===== config.mk =====
export PLATFORM = sky130hd
export DESIGN_NAME = oam_dma_sched
export DESIGN_NICKNAME = d
export VERILOG_FILES = /design/src/rtl/dmg_dma_pkg.sv /design/src/rtl/oam_dma_sched.sv
export SDC_FILE = /design/constraint.sdc
export NUM_CORES = 1
export LEC_CHECK = 0
export ABC_AREA = 1
export BUFFER_PORTS_ARGS = -buffer_cell sky130_fd_sc_hd__clkbuf_2
export CORE_AREA = 2 2 67 69
export CTS_CLUSTER_DIAMETER = 40
export DETAILED_ROUTE_END_ITERATION = 8
export DIE_AREA = 0 0 69 71
export GPL_TIMING_DRIVEN = 0
export PLACE_DENSITY = 0.64
export REMOVE_ABC_BUFFERS = 1
export SLEW_MARGIN = 10
export SYNTH_ARGS = -nofsm -noshare
export SYNTH_HDL_FRONTEND = slang
export SYNTH_SLANG_ARGS = --single-unit

===== constraint.sdc =====
create_clock -name clk -period 1.9 [get_ports clk]
set_clock_uncertainty 0.05 [all_clocks]
set_input_delay 0.095 -clock clk [delete_from_list [all_inputs] [get_ports clk]]
set_output_delay 0.095 -clock clk [all_outputs]
set_load 0.05 [all_outputs]

===== src/rtl/dmg_dma_pkg.sv =====
// rtl/dmg_dma_pkg.sv - shared types, constants and page folding for the OAM DMA scheduler
package dmg_dma_pkg;

  typedef enum logic [1:0] {
    IDLE = 2'd0,
    ARM  = 2'd1,
    RUN  = 2'd2
  } dma_state_t;

  localparam int         DMA_LEN_DEF    = 160;
  localparam logic [7:0] VRAM_PAGE_LO   = 8'h80;
  localparam logic [7:0] VRAM_PAGE_HI   = 8'h9F;
  localparam logic [7:0] ECHO_PAGE_MASK = 8'h1F;
  localparam logic [7:0] ECHO_PAGE_BASE = 8'hC0;

  // Pages E0..FF mirror work RAM C0..DF when folding is enabled.
  function automatic logic [7:0] fold_page(input logic [7:0] page, input logic fold_en);
    if (fold_en && (page[7:5] == 3'b111)) begin
      return ECHO_PAGE_BASE | (page & ECHO_PAGE_MASK);
    end
    return page;
  endfunction

  function automatic logic is_vram_page(input logic [7:0] page);
    return (page >= VRAM_PAGE_LO) && (page <= VRAM_PAGE_HI);
  endfunction

endpackage


===== src/rtl/oam_dma_sched.sv =====
// rtl/oam_dma_sched.sv - OAM DMA sequencer: FF46 arm, per-M-cycle byte copy, bus steal
module oam_dma_sched
  import dmg_dma_pkg::*;
#(
  parameter int DMA_LEN   = DMA_LEN_DEF,
  parameter int ARM_MCYC  = 1,
  parameter int ECHO_FOLD = 1
) (
  input  logic        clk,
  input  logic        reset,
  input  logic        mcyc_en,
  input  logic        reg_wr,
  input  logic        reg_rd,
  input  logic [7:0]  cpu_d,
  output logic [7:0]  reg_q,
  input  logic [7:0]  bus_d,
  output logic [15:0] dma_a,
  output logic        dma_addr_ext,
  output logic        dma_addr_vram,
  output logic        oam_we,
  output logic [7:0]  oam_a,
  output logic [7:0]  oam_d,
  output logic        dma_busy
);

  localparam int         ACW      = (ARM_MCYC > 0) ? $clog2(ARM_MCYC + 1) : 1;
  localparam logic [ACW-1:0] ARM_INIT = ACW'(ARM_MCYC);
  localparam logic [ACW-1:0] ARM_ONE  = ACW'(1);
  localparam logic [7:0] LAST_IDX = 8'(DMA_LEN - 1);

  generate
    if (DMA_LEN < 1 || DMA_LEN > 256) begin : g_len_chk
      $error("oam_dma_sched: DMA_LEN must be in 1..256");
    end
    if (ARM_MCYC < 1) begin : g_arm_chk
      $error("oam_dma_sched: ARM_MCYC must be at least 1");
    end
  endgenerate

  dma_state_t     state, state_n;
  logic [7:0]     src, src_n;
  logic [7:0]     idx, idx_n;
  logic [ACW-1:0] arm_cnt, arm_cnt_n;
  logic           busy_hold, busy_hold_n;
  logic           wr_hit;
  logic           run;
  logic [7:0]     page;
  logic           unused_rd;

  // FF46 reads are pure readback; the strobe carries no state change.
  assign unused_rd = reg_rd;

  assign wr_hit = reg_wr && mcyc_en;
  assign run    = (state == RUN);
  assign page   = fold_page(src, ECHO_FOLD != 0);

  // State register and counters; reset wins over any same-clk M-cycle strobe.
  always_ff @(posedge clk) begin
    if (reset) begin
      state     <= IDLE;
      src       <= 8'h00;
      idx       <= 8'h00;
      arm_cnt   <= '0;
      busy_hold <= 1'b0;
    end else begin
      state     <= state_n;
      src       <= src_n;
      idx       <= idx_n;
      arm_cnt   <= arm_cnt_n;
      busy_hold <= busy_hold_n;
    end
  end

  // Next-state: arm on FF46 write, count down arm delay, step one byte per M-cycle.
  always_comb begin
    state_n     = state;
    src_n       = src;
    idx_n       = idx;
    arm_cnt_n   = arm_cnt;
    busy_hold_n = busy_hold;
    case (state)
      IDLE: begin
        if (wr_hit) begin
          src_n       = cpu_d;
          arm_cnt_n   = ARM_INIT;
          busy_hold_n = 1'b0;
          state_n     = ARM;
        end
      end
      ARM: begin
        if (wr_hit) begin
          src_n     = cpu_d;
          arm_cnt_n = ARM_INIT;
        end else if (mcyc_en) begin
          arm_cnt_n = arm_cnt - ARM_ONE;
          if (arm_cnt == ARM_ONE) begin
            state_n = RUN;
            idx_n   = 8'h00;
          end
        end
      end
      RUN: begin
        if (mcyc_en) begin
          idx_n = idx + 8'h01;
          if (wr_hit) begin
            // The byte closing this M-cycle is still written; the new copy starts from 0.
            src_n       = cpu_d;
            arm_cnt_n   = ARM_INIT;
            busy_hold_n = 1'b1;
            idx_n       = 8'h00;
            state_n     = ARM;
          end else if (idx == LAST_IDX) begin
            idx_n   = 8'h00;
            state_n = IDLE;
          end
        end
      end
      default: state_n = IDLE;
    endcase
  end

  assign reg_q         = src;
  assign dma_a         = run ? {page, idx} : 16'h0000;
  assign dma_addr_vram = run && is_vram_page(page);
  assign dma_addr_ext  = run && !is_vram_page(page);
  assign oam_we        = run && mcyc_en;
  assign oam_a         = oam_we ? idx : 8'h00;
  assign oam_d         = oam_we ? bus_d : 8'h00;
  assign dma_busy      = run || ((state == ARM) && busy_hold);

endmodule


==> metrics.md, run 1 <==
| Metric | Value |
|---|---|
| Status | finished clean |
| Maxcap violations | 0 |
| Most area-hungry cell type in the Yosys netlist | sky130_fd_sc_hd__dfxtp_1 |
| Cell-by-cell trace of the critical path | inv_2 -> nand2_4 -> nor2_2 -> inv_2 -> nor2_1 -> clkbuf_2 |
| Multiplexer fraction of the synthesized cell area | 0 |
| Die area | 4899 um2 |
| Number of global-route vias before repair | 1178 |
| Worst-path clk slew | 0.07 ns |
| TritonCTS buffer count | 3 |
| TritonRoute pass-1 iters | 4 |
| Layout cell share with drive strength beyond 1 | 0.3053 |
| Power Dens Cells | 1056 nW/um2 |
| Remaining global-route overflow | 0 |
| Port bufs | 63 |
| DPL Wire Length | 2.306 mm |
| Number of synthesized flops with an enable pin | 0 |
| Placeable core region | 4204 um2 |
| Placed Instance Area | 1558 um2 |
| Post-CTS setup repair buffer count | 0 |
| Vias per std cell | 4.347 |
| Main combinational cell family by area after synthesis | simple AND/OR/NAND/NOR gates |
| Endpoint kind of the worst setup timing path | output port |
| Root Buffer Master | sky130_fd_sc_hd__clkbuf_8 |
| Global-route wire length before repair | 4.809 mm |
| Period minus WS final | 1.757 ns |
| Area share of the leading cell type in the synthesized netlist | 0.3302 |
| Portion of the clock cycle consumed by the worst path in the final layout | 0.9249 |
| Die width | 69 um |
| Slowest cell on the critical path | sky130_fd_sc_hd__dfxtp_1 |
| Buffering stage count on the worst path with inverters included | 3 |
| Final count of hold timing violations | 0 |
| Fmax | 0.5691 GHz |
| Mean post-synth cell area | 6.032 um2 |
| Number of buffers on the longest clock path | 2 |
| Leakage | 0.8429 nW |
| Total power | 1.714 mW |
| Count leader, synth | sky130_fd_sc_hd__nor2_1 |
| Endpoint required time on the critical path | 1.75 ns |
| Area overhead of the layout relative to synthesis | 33.85% |
| Number of warning messages in the yosys log | 0 |
| Diode insertion count for antenna repair | 0 |
| Arrival time at the worst endpoint | 1.61 ns |
| Post-DRT Antenna Nets | 0 |
| Cell variety after synth | 22 |
| Clk_lat worst skew | 0.25 ns |
| Peak VDD IR | 0.5098 mV |
| Initial antenna violation count | 0 |
| Final Setup Violations | 0 |
| Most instantiated flip-flop cell in the synthesis netlist | sky130_fd_sc_hd__dfxtp_1 |
| Routability cong. | 0.8065 |
| Placement row count | 24 |
| Floorplan die height | 71 um |
| Post-Syn Instances | 201 |
| Unrepaired setup endpoints after global routing | false |
| # nets final | 287 |
| CP Launch Type | register |
| Detail-routed net length per standard cell | 9.382 um |
| Proportion of register bits with asynchronous set or reset after synthesis | 0 |
| Total count of max-transition violations in the final report | 0 |
| Non-Filler Instances | 314 |
| Detailed-route via count | 1365 |
| Top cell types by occurrence after synthesis | sky130_fd_sc_hd__nor2_1 (46), sky130_fd_sc_hd__inv_1 (37), sky130_fd_sc_hd__nand2_1 (32) |
| CP top delay family | buffers and inverters |
| Share of the synthesized area in compound gates (AO/OA/AOI/OAI) | 0.1404 |
| Post-synthesis share of cell area spent on full adders, half adders and majority gates | 0.02064 |
| Largest cells by area after synthesis | sky130_fd_sc_hd__dfxtp_1 (33%), sky130_fd_sc_hd__nor2_1 (14%), sky130_fd_sc_hd__inv_1 (11%) |
| Maximum fanout along the worst path | 22 |
| Synthesized-area fraction occupied by xor and xnor cells | 0 |
| Number of placed cells counting well taps | 310 |
| # H-tree levels | 1 |
| Initial drt markers | 42 |
| GR Util All Layers | 0.1159 |
| Simple-gate area share of the yosys netlist | 0.3591 |
| Number of I/O pins | 65 |
| Normalized max-slew margin | 0.7265 |
| Largest stage delay, worst path | 0.36 ns |
| Overall routed net length | 2.946 mm |
| Maximum number of pins on one net before global-route repair | 23 |
| TritonCTS sink count | 20 |
| Finished Cell Area | 1623 um2 |
| Sequential area share after synthesis | 0.3302 |
| Count of unresolved DRC violations after routing | 0 |
| Minimum hold slack | 0.06755 ns |
| Total of flip-flops plus latches after synthesis | 20 |
| Slew at the pin with the worst max-slew slack | 0.4098 ns |
| Cell repeated most along the worst path | sky130_fd_sc_hd__inv_2 |
| TritonCTS clock tree | done |
| Initial Utilization | 0.2884 |
| Type of the worst min-delay path | input port to register |
| WS Path Type | register to output port |
| Cell area after synthesis | 1212 um2 |
[worst min-delay path: stages]
cell and delay (ns):
sky130_fd_sc_hd__clkbuf_2 0.07, sky130_fd_sc_hd__o21ai_0 0.07, sky130_fd_sc_hd__a21oi_1 0.10
[report_power, final]
group          switching [mW]  internal [mW]  total [mW]
Combinational           0.678          0.230       0.908
Clock                   0.130          0.141       0.271
Sequential             0.0550          0.479       0.534
Total                   0.863          0.850        1.71
[path summary, 6_finish.rpt]
path / slack [ns] / cells after the start / endpoint / from
worst min-delay path: 0.07 / 3 / reg_q[2]$_SDFFE_PP0P_ / cpu_d[2]
worst min register to register: 0.41 / 2 / arm_cnt$_SDFFE_PP0P_ / arm_cnt$_SDFFE_PP0P_
worst max-delay path: 0.14 / 6 / oam_a[2] / state[0]$_SDFFE_PP0P_
worst max register to register: 0.24 / 9 / idx[1]$_SDFFE_PP0P_ / state[0]$_SDFFE_PP0P_
[layout make-up]
class,instances,area [um2]
fill,471,2581
multi-input combinational,136,638.1
sequential,20,401.6
timing repair buffer,64,330.3
inverter,39,146.4
tap,52,65.06
clock buffer,3,41.29
[registers in the layout, indices dropped and copies added (netlist names)]
signal and count:
state 2, reg_q 8, busy_hold 1, idx 8, arm_cnt 1
[through the flow]
stage	setup WS, ns	utilization	TNS, ns
3_3_place_gp	0.03917	0.3705	0
2_1_floorplan	-0.7681	-	-12.50
4_1_cts	0.06928	0.3842	0
5_1_grt	0.01475	0.3860	0
3_5_place_dp	0.03715	0.3705	0
6_report	0.1427	0.3860	0
[cells in the final DEF (no fill, tap or decap)]
cell / count
sky130_fd_sc_hd__clkbuf_2: 59
sky130_fd_sc_hd__nor2_1: 45
sky130_fd_sc_hd__inv_1: 36
sky130_fd_sc_hd__nand2_1: 32
sky130_fd_sc_hd__dfxtp_1: 19
sky130_fd_sc_hd__a21oi_1: 18
sky130_fd_sc_hd__o21ai_0: 13
sky130_fd_sc_hd__nand3_1: 10
sky130_fd_sc_hd__inv_2: 3
sky130_fd_sc_hd__nor2_2: 3
sky130_fd_sc_hd__nand2_2: 3
sky130_fd_sc_hd__clkbuf_8: 3
sky130_fd_sc_hd__nand4_1: 2
sky130_fd_sc_hd__ha_1: 2
sky130_fd_sc_hd__clkbuf_4: 2
sky130_fd_sc_hd__buf_2: 2
sky130_fd_sc_hd__nand2_4: 1
sky130_fd_sc_hd__a211oi_1: 1
sky130_fd_sc_hd__nor2_4: 1
sky130_fd_sc_hd__nor3_2: 1
sky130_fd_sc_hd__nor3_1: 1
sky130_fd_sc_hd__o31ai_1: 1
sky130_fd_sc_hd__nand3_2: 1
sky130_fd_sc_hd__and2_1: 1
sky130_fd_sc_hd__dlygate4sd3_1: 1
sky130_fd_sc_hd__dfxtp_2: 1
[metal layers]
layer	global-route usage	vias to the layer above	wire [um]	part of all wire
met1	0.1445	584	1336	0.45
met3	0.02707	4	189	0.064
li1	-	738	-	-
met2	0.2009	39	1392	0.47
met4	0.03268	0	27	0.0092
met5	0	-	0	0
[cell families (layout without fill, tap and decap cells)]
family | count (synthesis) | count (layout)
AOI/OAI and AO/OA | 33 | 33
buffers and inverters | 45 | 106
adders and majority gates | 2 | 2
and+or+nand+nor | 101 | 101
DFF | 20 | 20
[timing repair]
action | in CTS | in global routing
gates resized for setup | 3 | 7
setup endpoints to repair | 16 | 16
endpoints found under the hold margin | 1 | 0
hold buffers | 1 | 0
Power figures use the tool's default switching activity.
==> run 2: changes to the inputs <==
- CORE_AREA: 2 2 67 69 -> 3 3 68 70
- DIE_AREA: 0 0 69 71 -> 0 0 71 73
- PLACE_DENSITY: 0.64 -> 0.66
- clock period: 1.9 -> 1.49 ns (I/O delays scaled with it)
==> run 2 against run 1 <==
  * Critical path depth fell by 1
  * Combinational power rose by 82%
  * Worst setup slack got worse by 0.12 ns
  * Register-to-register slack got worse by 0.18 ns
  * Critical path type unchanged
  * First-iteration DRC count rose by 60%
  * Total power rose by 70%
  * Sequential cell count did not move
  * Largest power group unchanged
==> metrics.md, run 2 (synthesis gave the netlist of run 1 again) <==
| Metric | Value |
|---|---|
| Power Dens Cells | 1425 nW/um2 (+35%) |
| Fillcell total | 390 (-17%) |
| Minimum hold slack | 0.04606 ns (-0.02149 ns) |
| Non-Filler Instances | 325 (+3.5%) |
| Sequential cell area | 409.1 um2 (+1.9%) |
| Leakage | 0.9698 nW (+15%) |
| Normalized max-slew margin | 0.7300 (+0.003475) |
| Area overhead of the layout relative to synthesis | 68.32% |
| Endpoint kind of the worst setup timing path | output port |
| Global-route wire length before repair | 5.816 mm (+21%) |
| CP Launch Type | register |
| Number of global-route vias before repair | 1364 (+16%) |
| Port bufs | 63 (unchanged) |
| Fmax | 0.6826 GHz |
| Final Setup Violations | 0 (unchanged) |
| Most frequent cells in the layout | sky130_fd_sc_hd__inv_1 (35), sky130_fd_sc_hd__clkbuf_2 (33), sky130_fd_sc_hd__nor2_1 (30), sky130_fd_sc_hd__nand2_1 (30), sky130_fd_sc_hd__dfxtp_1 (17) |
| Initial Utilization | 0.3009 (+0.01254) |
| Type of the worst min-delay path | input port to register |
| Slew at the pin with the worst max-slew slack | 0.4046 ns (-0.005207 ns) |
| Placement row count | 23 (-4.2%) |
| Number of placed cells counting well taps | 308 (-0.65%) |
| Maximum number of pins on one net before global-route repair | 17 (-26%) |
| Multi-input logic area | 750.7 um2 (+18%) |
| FF-to-FF path depth | 9 (unchanged) |
| Worst-path clk slew | 0.08 ns (about the same) |
| Initial drt markers | 67 (+60%) |
| TritonRoute pass-1 iters | 4 (unchanged) |
| Endpoint required time on the critical path | 1.37 ns (-0.38 ns) |
| Floorplan die height | 73 um (+2.8%) |
| End-of-flow core utilization | 0.5065 (+0.1205) |
| Portion of the clock cycle consumed by the worst path in the final layout | 0.9832 |
| Unrepaired setup endpoints after global routing | true |
| TritonCTS clock tree | done |
| Clk_lat worst skew | 0.26 ns (about the same) |
| Peak VDD IR | 0.7253 mV (+42%) |
| TritonCTS buffer count | 3 (unchanged) |
| Root Buffer Master | sky130_fd_sc_hd__clkbuf_8 |
| Placeable core region | 4029 um2 (-4.2%) |
| Arrival time at the worst endpoint | 1.34 ns (-0.27 ns) |
| Number of buffers on the longest clock path | 2 (unchanged) |
| Initial antenna violation count | 0 (unchanged) |
| Vias per std cell | 4.600 (+5.8%) |
| Post-DRT Antenna Nets | 0 (unchanged) |
| Die width | 71 um (+2.9%) |
| Count of unresolved DRC violations after routing | 0 (unchanged) |
| Maximum fanout along the worst path | 16 (-27%) |
| Worst hold path depth | 3 (unchanged) |
| Total count of max-transition violations in the final report | 0 (unchanged) |
| Number of I/O pins | 65 (unchanged) |
| Overall routed net length | 3.693 mm (+25%) |
| Final count of hold timing violations | 0 (unchanged) |
| Maxcap violations | 0 (unchanged) |
| Layout cell share with drive strength beyond 1 | 0.4255 (+0.1201) |
| TritonCTS sink count | 20 (unchanged) |
| Status | finished clean |
| Period minus WS final | 1.465 ns |
| Detailed-route via count | 1495 (+9.5%) |
| Most frequent standard cell in the layout excluding fill and tap cells | sky130_fd_sc_hd__inv_1 |
| WS Path Type | register to output port |
| Routability cong. | 0.7986 (-0.98%) |
| Remaining global-route overflow | 0 (unchanged) |
| DPL Wire Length | 2.339 mm (+1.4%) |
| Diode insertion count for antenna repair | 0 (unchanged) |
| Die area | 5183 um2 (+5.8%) |
| # H-tree levels | 1 (unchanged) |
| GR Util All Layers | 0.1359 (+0.01997) |
| Detail-routed net length per standard cell | 11.36 um (+21%) |
| Total Neg Setup Slack | 0 ns (unchanged) |
| # nets final | 299 (+4.2%) |
==> run 2: cell types whose count changed in the layout (fill, tap and decap cells not counted), sizes merged <==
cell / previous run / this run
clkbuf: 64 / 39
nand2: 36 / 37
buf: 2 / 38
bufinv: 0 / 1
==> run 2: worst paths after layout <==
path,from,end,slack [ns]
min reg2reg,reg_q[4]$_SDFFE_PP0P_,reg_q[4]$_SDFFE_PP0P_,0.42
min,cpu_d[4],reg_q[4]$_SDFFE_PP0P_,0.05
max,state[1]$_SDFFE_PP0P_,oam_d[7],0.03
max reg2reg,state[0]$_SDFFE_PP0P_,idx[2]$_SDFFE_PP0P_,0.06
==> run 2: area by class of cell <==
cell class | instances | share of cell area
multi-input combinational | 137 | 0.3679
sequential | 20 | 0.2005
tap | 50 | 0.03066
clock buffer | 3 | 0.02023
inverter | 39 | 0.07909
clock inverter | 1 | 0.01471
timing repair buffer | 75 | 0.2869
==> run 2: timing repair <==
| action | in CTS | in global routing |
|---|---|---|
| pin swaps | 4 | 7 |
| hold buffers | 1 | 0 |
| setup endpoints to repair | 47 | 39 |
| setup buffers | 9 | 2 |
| gates cloned | 1 | 0 |
| endpoints found under the hold margin | 1 | 0 |
| resized for setup | 47 | 65 |
==> run 2: layer usage <==
layer | global-route usage | routed length, um | share of wire
met5 | 0 | 0 | 0
met1 | 0.1519 | 1480 | 0.40
met2 | 0.2564 | 1892 | 0.51
met3 | 0.03581 | 283 | 0.077
met4 | 0.03132 | 37 | 0.010
==> run 2: worst max-delay path: stages (launching register included) <==
cell	delay (ns)
sky130_fd_sc_hd__dfxtp_4	0.44
sky130_fd_sc_hd__nand2_8	0.10
sky130_fd_sc_hd__nor2_4	0.14
sky130_fd_sc_hd__inv_6	0.10
sky130_fd_sc_hd__nor2_1	0.09
sky130_fd_sc_hd__buf_4	0.20
==> run 2: stage by stage <==
stage	worst slack, ns	instance area, um2	total power [mW]
6_report	0.02500	2041	2.908
3_3_place_gp	-0.3584	1555	1.817
4_1_cts	0.01598	1908	2.723
5_1_grt	-0.03481	2041	3.084
3_5_place_dp	-0.3604	1555	1.835
2_1_floorplan	-1.158	1177	1.580
==> run 2: power by group <==
part | switching [mW] | internal [mW] | total [mW]
logic | 1.08 | 0.569 | 1.65
clock network | 0.186 | 0.358 | 0.544
registers | 0.0927 | 0.624 | 0.717
total | 1.36 | 1.55 | 2.91
